File: src/rtl/muldiv_hilo_ctrl_if.sv
// Pipeline-facing bundle of the multiply/divide HI/LO controller.
// The EX stage (master) presents the instruction; the controller (slave)
// answers with stall/busy and the architectural HI/LO values.
`timescale 1ns/1ps
interface muldiv_hilo_ctrl_if;
    logic        en;
    logic [5:0]  funct;
    logic [31:0] rs_val;
    logic [31:0] rt_val;
    logic        cancel;
    logic        stall;
    logic        busy;
    logic [31:0] hi;
    logic [31:0] lo;

    modport master (
        output en, funct, rs_val, rt_val, cancel,
        input  stall, busy, hi, lo
    );

    modport slave (
        input  en, funct, rs_val, rt_val, cancel,
        output stall, busy, hi, lo
    );
endinterface

File: src/rtl/muldiv_hilo_ctrl.sv
// Multiply/divide sequencer and owner of the HI/LO registers.
//
// state | meaning
// ------+-------------------------------------------------------------
// IDLE  | waiting; starts mult/div, performs mthi/mtlo in one edge
// MUL   | product formed from latched operands, written at exit edge
// DIV   | restoring divider, one quotient bit per cycle (cnt 0..31)
// DONE  | result visible, stall released; returns to IDLE next edge
`timescale 1ns/1ps
module muldiv_hilo_ctrl #(
    parameter int DIV_CYCLES = 32
) (
    input  logic              clk,
    input  logic              resetn,
    muldiv_hilo_ctrl_if.slave bus
);

    localparam logic [5:0] F_MULT  = 6'b011000;
    localparam logic [5:0] F_MULTU = 6'b011001;
    localparam logic [5:0] F_DIV   = 6'b011010;
    localparam logic [5:0] F_DIVU  = 6'b011011;
    localparam logic [5:0] F_MTHI  = 6'b010001;
    localparam logic [5:0] F_MTLO  = 6'b010011;
    localparam logic [4:0] CNT_LAST = 5'(DIV_CYCLES - 1);

    typedef enum logic [1:0] {S_IDLE, S_MUL, S_DIV, S_DONE} state_t;

    state_t      state_q, state_d;
    // opa holds the multiplicand, or the shifting dividend/quotient during DIV
    logic [31:0] opa_q, opa_d;
    // opb holds the multiplier, or the divisor magnitude during DIV
    logic [31:0] opb_q, opb_d;
    logic [31:0] rem_q, rem_d;
    logic [4:0]  cnt_q, cnt_d;
    logic        sgn_q, sgn_d;
    logic        negq_q, negq_d;
    logic        negr_q, negr_d;
    logic [31:0] hi_q, hi_d;
    logic [31:0] lo_q, lo_d;

    logic        req;
    logic        is_mul;
    logic        is_div;
    logic        op_signed;
    logic        a_neg;
    logic        b_neg;
    logic [31:0] a_mag;
    logic [31:0] b_mag;
    logic [63:0] ext_a;
    logic [63:0] ext_b;
    logic [63:0] product;
    logic [32:0] trial;
    logic [32:0] diff;
    logic        ge;
    logic [31:0] rem_nxt;
    logic [31:0] quo_nxt;
    logic [31:0] quo_fix;
    logic [31:0] rem_fix;

    // Operand decode, multiplier and one restoring-divide step
    always_comb begin
        req       = bus.en & ~bus.cancel;
        is_mul    = (bus.funct == F_MULT) | (bus.funct == F_MULTU);
        is_div    = (bus.funct == F_DIV)  | (bus.funct == F_DIVU);
        op_signed = (bus.funct == F_MULT) | (bus.funct == F_DIV);
        a_neg     = (bus.funct == F_DIV) & bus.rs_val[31];
        b_neg     = (bus.funct == F_DIV) & bus.rt_val[31];
        a_mag     = a_neg ? (~bus.rs_val + 32'd1) : bus.rs_val;
        b_mag     = b_neg ? (~bus.rt_val + 32'd1) : bus.rt_val;

        // Sign- or zero-extending to 64 bits lets one unsigned multiplier serve both forms.
        ext_a   = {(sgn_q ? {32{opa_q[31]}} : 32'd0), opa_q};
        ext_b   = {(sgn_q ? {32{opb_q[31]}} : 32'd0), opb_q};
        product = ext_a * ext_b;

        trial   = {rem_q, opa_q[31]};
        diff    = trial - {1'b0, opb_q};
        ge      = (trial >= {1'b0, opb_q});
        rem_nxt = ge ? diff[31:0] : trial[31:0];
        quo_nxt = {opa_q[30:0], ge};
        quo_fix = negq_q ? (~quo_nxt + 32'd1) : quo_nxt;
        rem_fix = negr_q ? (~rem_nxt + 32'd1) : rem_nxt;
    end

    // Next-state, datapath updates and stall/busy
    always_comb begin
        state_d   = state_q;
        opa_d     = opa_q;
        opb_d     = opb_q;
        rem_d     = rem_q;
        cnt_d     = cnt_q;
        sgn_d     = sgn_q;
        negq_d    = negq_q;
        negr_d    = negr_q;
        hi_d      = hi_q;
        lo_d      = lo_q;
        bus.stall = 1'b0;

        unique case (state_q)
            S_IDLE: begin
                if (req && is_mul) begin
                    bus.stall = 1'b1;
                    opa_d     = bus.rs_val;
                    opb_d     = bus.rt_val;
                    sgn_d     = op_signed;
                    state_d   = S_MUL;
                end else if (req && is_div) begin
                    bus.stall = 1'b1;
                    opa_d     = a_mag;
                    opb_d     = b_mag;
                    rem_d     = 32'd0;
                    cnt_d     = 5'd0;
                    sgn_d     = op_signed;
                    negq_d    = a_neg ^ b_neg;
                    negr_d    = a_neg;
                    state_d   = S_DIV;
                end else if (req && bus.funct == F_MTHI) begin
                    hi_d = bus.rs_val;
                end else if (req && bus.funct == F_MTLO) begin
                    lo_d = bus.rs_val;
                end
            end
            S_MUL: begin
                if (bus.cancel) begin
                    state_d = S_IDLE;
                end else begin
                    bus.stall = 1'b1;
                    hi_d      = product[63:32];
                    lo_d      = product[31:0];
                    state_d   = S_DONE;
                end
            end
            S_DIV: begin
                if (bus.cancel) begin
                    state_d = S_IDLE;
                end else if (opb_q == 32'd0) begin
                    // Divide by zero leaves HI/LO untouched.
                    bus.stall = 1'b1;
                    state_d   = S_DONE;
                end else begin
                    bus.stall = 1'b1;
                    opa_d     = quo_nxt;
                    rem_d     = rem_nxt;
                    cnt_d     = cnt_q + 5'd1;
                    if (cnt_q == CNT_LAST) begin
                        lo_d    = quo_fix;
                        hi_d    = rem_fix;
                        state_d = S_DONE;
                    end
                end
            end
            S_DONE: begin
                state_d = S_IDLE;
            end
            default: begin
                state_d = S_IDLE;
            end
        endcase

        bus.busy = (state_q != S_IDLE);
        bus.hi   = hi_q;
        bus.lo   = lo_q;
    end

    // State and datapath registers with synchronous active-low reset
    always_ff @(posedge clk) begin
        if (!resetn) begin
            state_q <= S_IDLE;
            opa_q   <= 32'd0;
            opb_q   <= 32'd0;
            rem_q   <= 32'd0;
            cnt_q   <= 5'd0;
            sgn_q   <= 1'b0;
            negq_q  <= 1'b0;
            negr_q  <= 1'b0;
            hi_q    <= 32'd0;
            lo_q    <= 32'd0;
        end else begin
            state_q <= state_d;
            opa_q   <= opa_d;
            opb_q   <= opb_d;
            rem_q   <= rem_d;
            cnt_q   <= cnt_d;
            sgn_q   <= sgn_d;
            negq_q  <= negq_d;
            negr_q  <= negr_d;
            hi_q    <= hi_d;
            lo_q    <= lo_d;
        end
    end

endmodule

File: src/flat_wrapper.sv
// flat-port wrapper written by rule: the top's interface ports become plain ports
module muldiv_hilo_ctrl_flat 
#(
    parameter int DIV_CYCLES = 32
)
  (clk, resetn, bus_en, bus_funct, bus_rs_val, bus_rt_val, bus_cancel, bus_stall, bus_busy, bus_hi, bus_lo);
  muldiv_hilo_ctrl_if bus_i ();
  input  logic clk;
  input  logic resetn;
  input wire logic [$bits(bus_i.en)-1:0] bus_en;
  input wire logic [$bits(bus_i.funct)-1:0] bus_funct;
  input wire logic [$bits(bus_i.rs_val)-1:0] bus_rs_val;
  input wire logic [$bits(bus_i.rt_val)-1:0] bus_rt_val;
  input wire logic [$bits(bus_i.cancel)-1:0] bus_cancel;
  output wire logic [$bits(bus_i.stall)-1:0] bus_stall;
  output wire logic [$bits(bus_i.busy)-1:0] bus_busy;
  output wire logic [$bits(bus_i.hi)-1:0] bus_hi;
  output wire logic [$bits(bus_i.lo)-1:0] bus_lo;
  assign bus_i.en = bus_en;
  assign bus_i.funct = bus_funct;
  assign bus_i.rs_val = bus_rs_val;
  assign bus_i.rt_val = bus_rt_val;
  assign bus_i.cancel = bus_cancel;
  assign bus_stall = bus_i.stall;
  assign bus_busy = bus_i.busy;
  assign bus_hi = bus_i.hi;
  assign bus_lo = bus_i.lo;
  muldiv_hilo_ctrl #(.DIV_CYCLES(DIV_CYCLES)) u_core (.clk(clk), .resetn(resetn), .bus(bus_i));
endmodule
File: config.mk
export PLATFORM = sky130hd
export DESIGN_NAME = muldiv_hilo_ctrl_flat
export DESIGN_NICKNAME = d
export VERILOG_FILES = /design/src/rtl/muldiv_hilo_ctrl_if.sv /design/src/rtl/muldiv_hilo_ctrl.sv /design/src/flat_wrapper.sv
export SDC_FILE = /design/constraint.sdc
export NUM_CORES = 2
export LEC_CHECK = 0
export CAP_MARGIN = 0
export CORE_MARGIN = 4
export CORE_UTILIZATION = 55
export DETAILED_ROUTE_END_ITERATION = 8
export HOLD_SLACK_MARGIN = 0.1
export MAX_ROUTING_LAYER = met4
export PLACE_DENSITY = 0.75
export SYNTH_ARGS = -nofsm -noshare
export SYNTH_HDL_FRONTEND = slang
export SYNTH_SLANG_ARGS = --single-unit
File: constraint.sdc
create_clock -name clk -period 9 [get_ports clk]
set_input_delay 1.8 -clock clk [delete_from_list [all_inputs] [get_ports clk]]
set_output_delay 1.8 -clock clk [all_outputs]
set_load 0.02 [all_outputs]
==> metrics <==
warnings from Yosys=0; Starting Density=0.557; Buffers on Ports=139; worst-skew pair later-pin latency=a little under 0.5 ns; Slew Limit Fails=0; biggest cell delay along the critical path=around 0.57 ns; Final Skew=around 0.029 ns; GR Layer Usage met2=0.558; post-synth top area cell=fa_1; most used routing layer=met2; Required @ worst endpoint=between 9 and 10 ns; Worst path top cell family by delay=adder cells; area grow syn2layout=15.8%; Worst EP arrival=slightly above 9 ns; DP HPWL=around 180000 um; Netlist cell types=100; Mapped Nets=between 8000 and 9000; GR Util met3=0.111; routed len/inst=24.1 um; Tcrit/Tclk final=1.00; M1 GR Usage=0.508; top-count cell post-synth=inv_1; vias per cell=between 5 and 6; Detailed Route WL=about 210000 um; Chip Height=341 um; fillers=between 8000 and 9000; Leak=35.0 nW; Via Count=51513; synthesized instance count=approximately 7000; Die W=approximately 340 um; RD Place Congestion=between 1 and 1.5; FF+latch count, synth=between 150 and 200; Clock Pin Slew Worst Setup and Hold Paths=0.09 ns; number of synthesized flops with an enable pin=0; H-tree depth=4; max_slew headroom=0.239; Setup Crit Path Kind=reg2reg; I/O Pins=140; first-pass GRT wire length=approximately 320000 um; crit end category=flop; Sink Count=170; Overall Global Routing Usage=0.379; DP Cell Count=8786; row count=121; fraction of layout cells with a size suffix above 1=0.137; CP max FO=6; ys flop type=dfxtp_1; count of final setup violators=1; Max IR drop VDD=0.000463 V; Seq/Total Area, Yosys=0.0557; top post-synthesis cells by area=fa_1 (47%), inv_1 (9.8%), ha_1 (7.2%); Pwr per Cell Area=114 nW/um^2; Startpoint Class=flop; min setup slack post-route=-0.0109 ns; Synth top area share=0.466; post-synthesis cell area=just over 60000 um^2; Top cell by count, worst path=fa_1; root buf cell=clkbuf_16; Post-Layout Cell Count=between 8000 and 9000; clock buffer depth=2; first-pass iteration count of the detailed router=6; Final Util=0.645; initial antenna violation count=10; Fin. Hold Viols=0; Post-synth ARST share=0; die area=roughly 120000 um^2; Slew @ Worst Pin=1.14 ns; Num CTS Buffers=17; post-route DRC violation count=0; largest net degree at the start of global routing=between 80 and 90; status=complete, but fails checks; synthesized area per cell=roughly 9 um^2; initial DRC count=approximately 5400; number of global-route vias before repair=roughly 54000; failing checks=negative setup slack; CP max-delay cell=fa_2; RSZ-0062 raised after global routing=yes; grt ovf=0; CTS tree=built; Post-synth top cells=inv_1 (1594), fa_1 (1420), nand2_1 (746), and2_1 (534), ha_1 (351); nets=slightly above 9000; Hold WC Path Type=reg2reg; core area=110000 um^2; Peak Freq=roughly 0.11 GHz; Final ANT Viol Nets=0; number of max-cap violations=0; hold bufs inserted after CTS=0; Final Critical Period=between 9 and 10 ns; CP bufs+invs=10
## per-layer routing
layer / wire, um / up-vias
met5: 0 / -
met4: 9020 / 0
met3: 27700 / 521
met2: 94400 / 3010
met1: 82600 / 26072
li1: - / 21910
## sequential cells by signal, summed over array words and instances (netlist names)
name,count
u_core.negr_q,1
u_core.bus.lo,32
u_core.rem_q,32
u_core.bus.hi,32
u_core.opa_q,32
u_core.state_q,2
u_core.negq_q,1
u_core.cnt_q,5
u_core.opb_q,32
u_core.sgn_q,1
## placed cells by master, fill, tap and decap left out, drive strengths merged, types with 50 or more instances in the layout
cell type      Yosys  routed
xor2              82      82
nor2             314     314
inv             1595    1598
xnor2            156     156
nand2            747     747
clkdlybuf4s50      0     139
a211oi            55      55
and2             537     537
ha               351     351
o21ai            153     153
nand3             50      50
dfxtp            170     170
a21oi            255     255
fa              1420    1420
nor3              79      79
buf               49     660
## final cells by class
type	count	area (um^2)	share of cell area
Clock buffer	18	439	0.00621
Timing Repair Buffer	804	7700	0.109
Multi-Input combinational cell	4796	51000	0.721
Sequential cell	170	3520	0.0497
Inverter	1596	6010	0.0849
Antenna cell	10	25.0	0.000354
Clock inverter	14	179	0.00253
Tap cell	1476	1850	0.0261
## power by group
part / internal (mW) / leakage [nW] / switching [mW]
Combinational: 1.99 / 33.3 / 4.03
Clock: 0.408 / 0.295 / 0.435
Sequential: 0.951 / 1.41 / 0.269
Total: 3.35 / 35.0 / 4.74
## worst min-delay path, stage by stage (launching register included)
cell and delay, ns:
dfxtp_1 0.32, nand2_1 0.05, a21oi_1 0.05
## repair_timing
item | CTS | global route
gates cloned | 0 | 5
resized for setup | 104 | 251
pin swaps | 37 | 144
setup buffers | 9 | 46
setup endpoints to repair | 27 | 33
## path summary, 6_finish.rpt
path / end / start / cells past startpoint / slack, ns
worst max register to register: u_core.bus.hi[15] / u_core.opb_q[9] / 33 / -0.01
worst min register to register: u_core.cnt_q[4] / u_core.cnt_q[4] / 2 / 0.46
worst max-delay path: u_core.bus.hi[15] / u_core.opb_q[9] / 33 / -0.01
worst min-delay path: u_core.cnt_q[4] / u_core.cnt_q[4] / 2 / 0.46
## kinds of logic after synthesis
| group | Yosys count | share of synthesized area |
|---|---|---|
| simple gates | 1949 | 0.156 |
| xor+xnor | 238 | 0.0341 |
| compound gates | 812 | 0.0880 |
| flops | 170 | 0.0557 |
| fa+ha+maj | 1774 | 0.538 |
| mux | 23 | 0.00387 |
| buf+inv | 1992 | 0.125 |
## through the flow
step	worst slack [ns]	setup TNS (ns)	power [mW]	hold WS, ns	instance area [um^2]
global route	-0.259	-3.32	8.34	0.484	70700
floorplan	-0.00612	-0.00612	4.26	0.436	61100
global placement	-0.436	-5.50	6.77	0.441	68300
detailed placement	-0.655	-7.94	6.80	0.449	68300
finish	-0.0109	-0.0109	8.09	0.461	70700
CTS	-0.0122	-0.0122	7.69	0.462	69300
(Power assumes the default switching activity.)
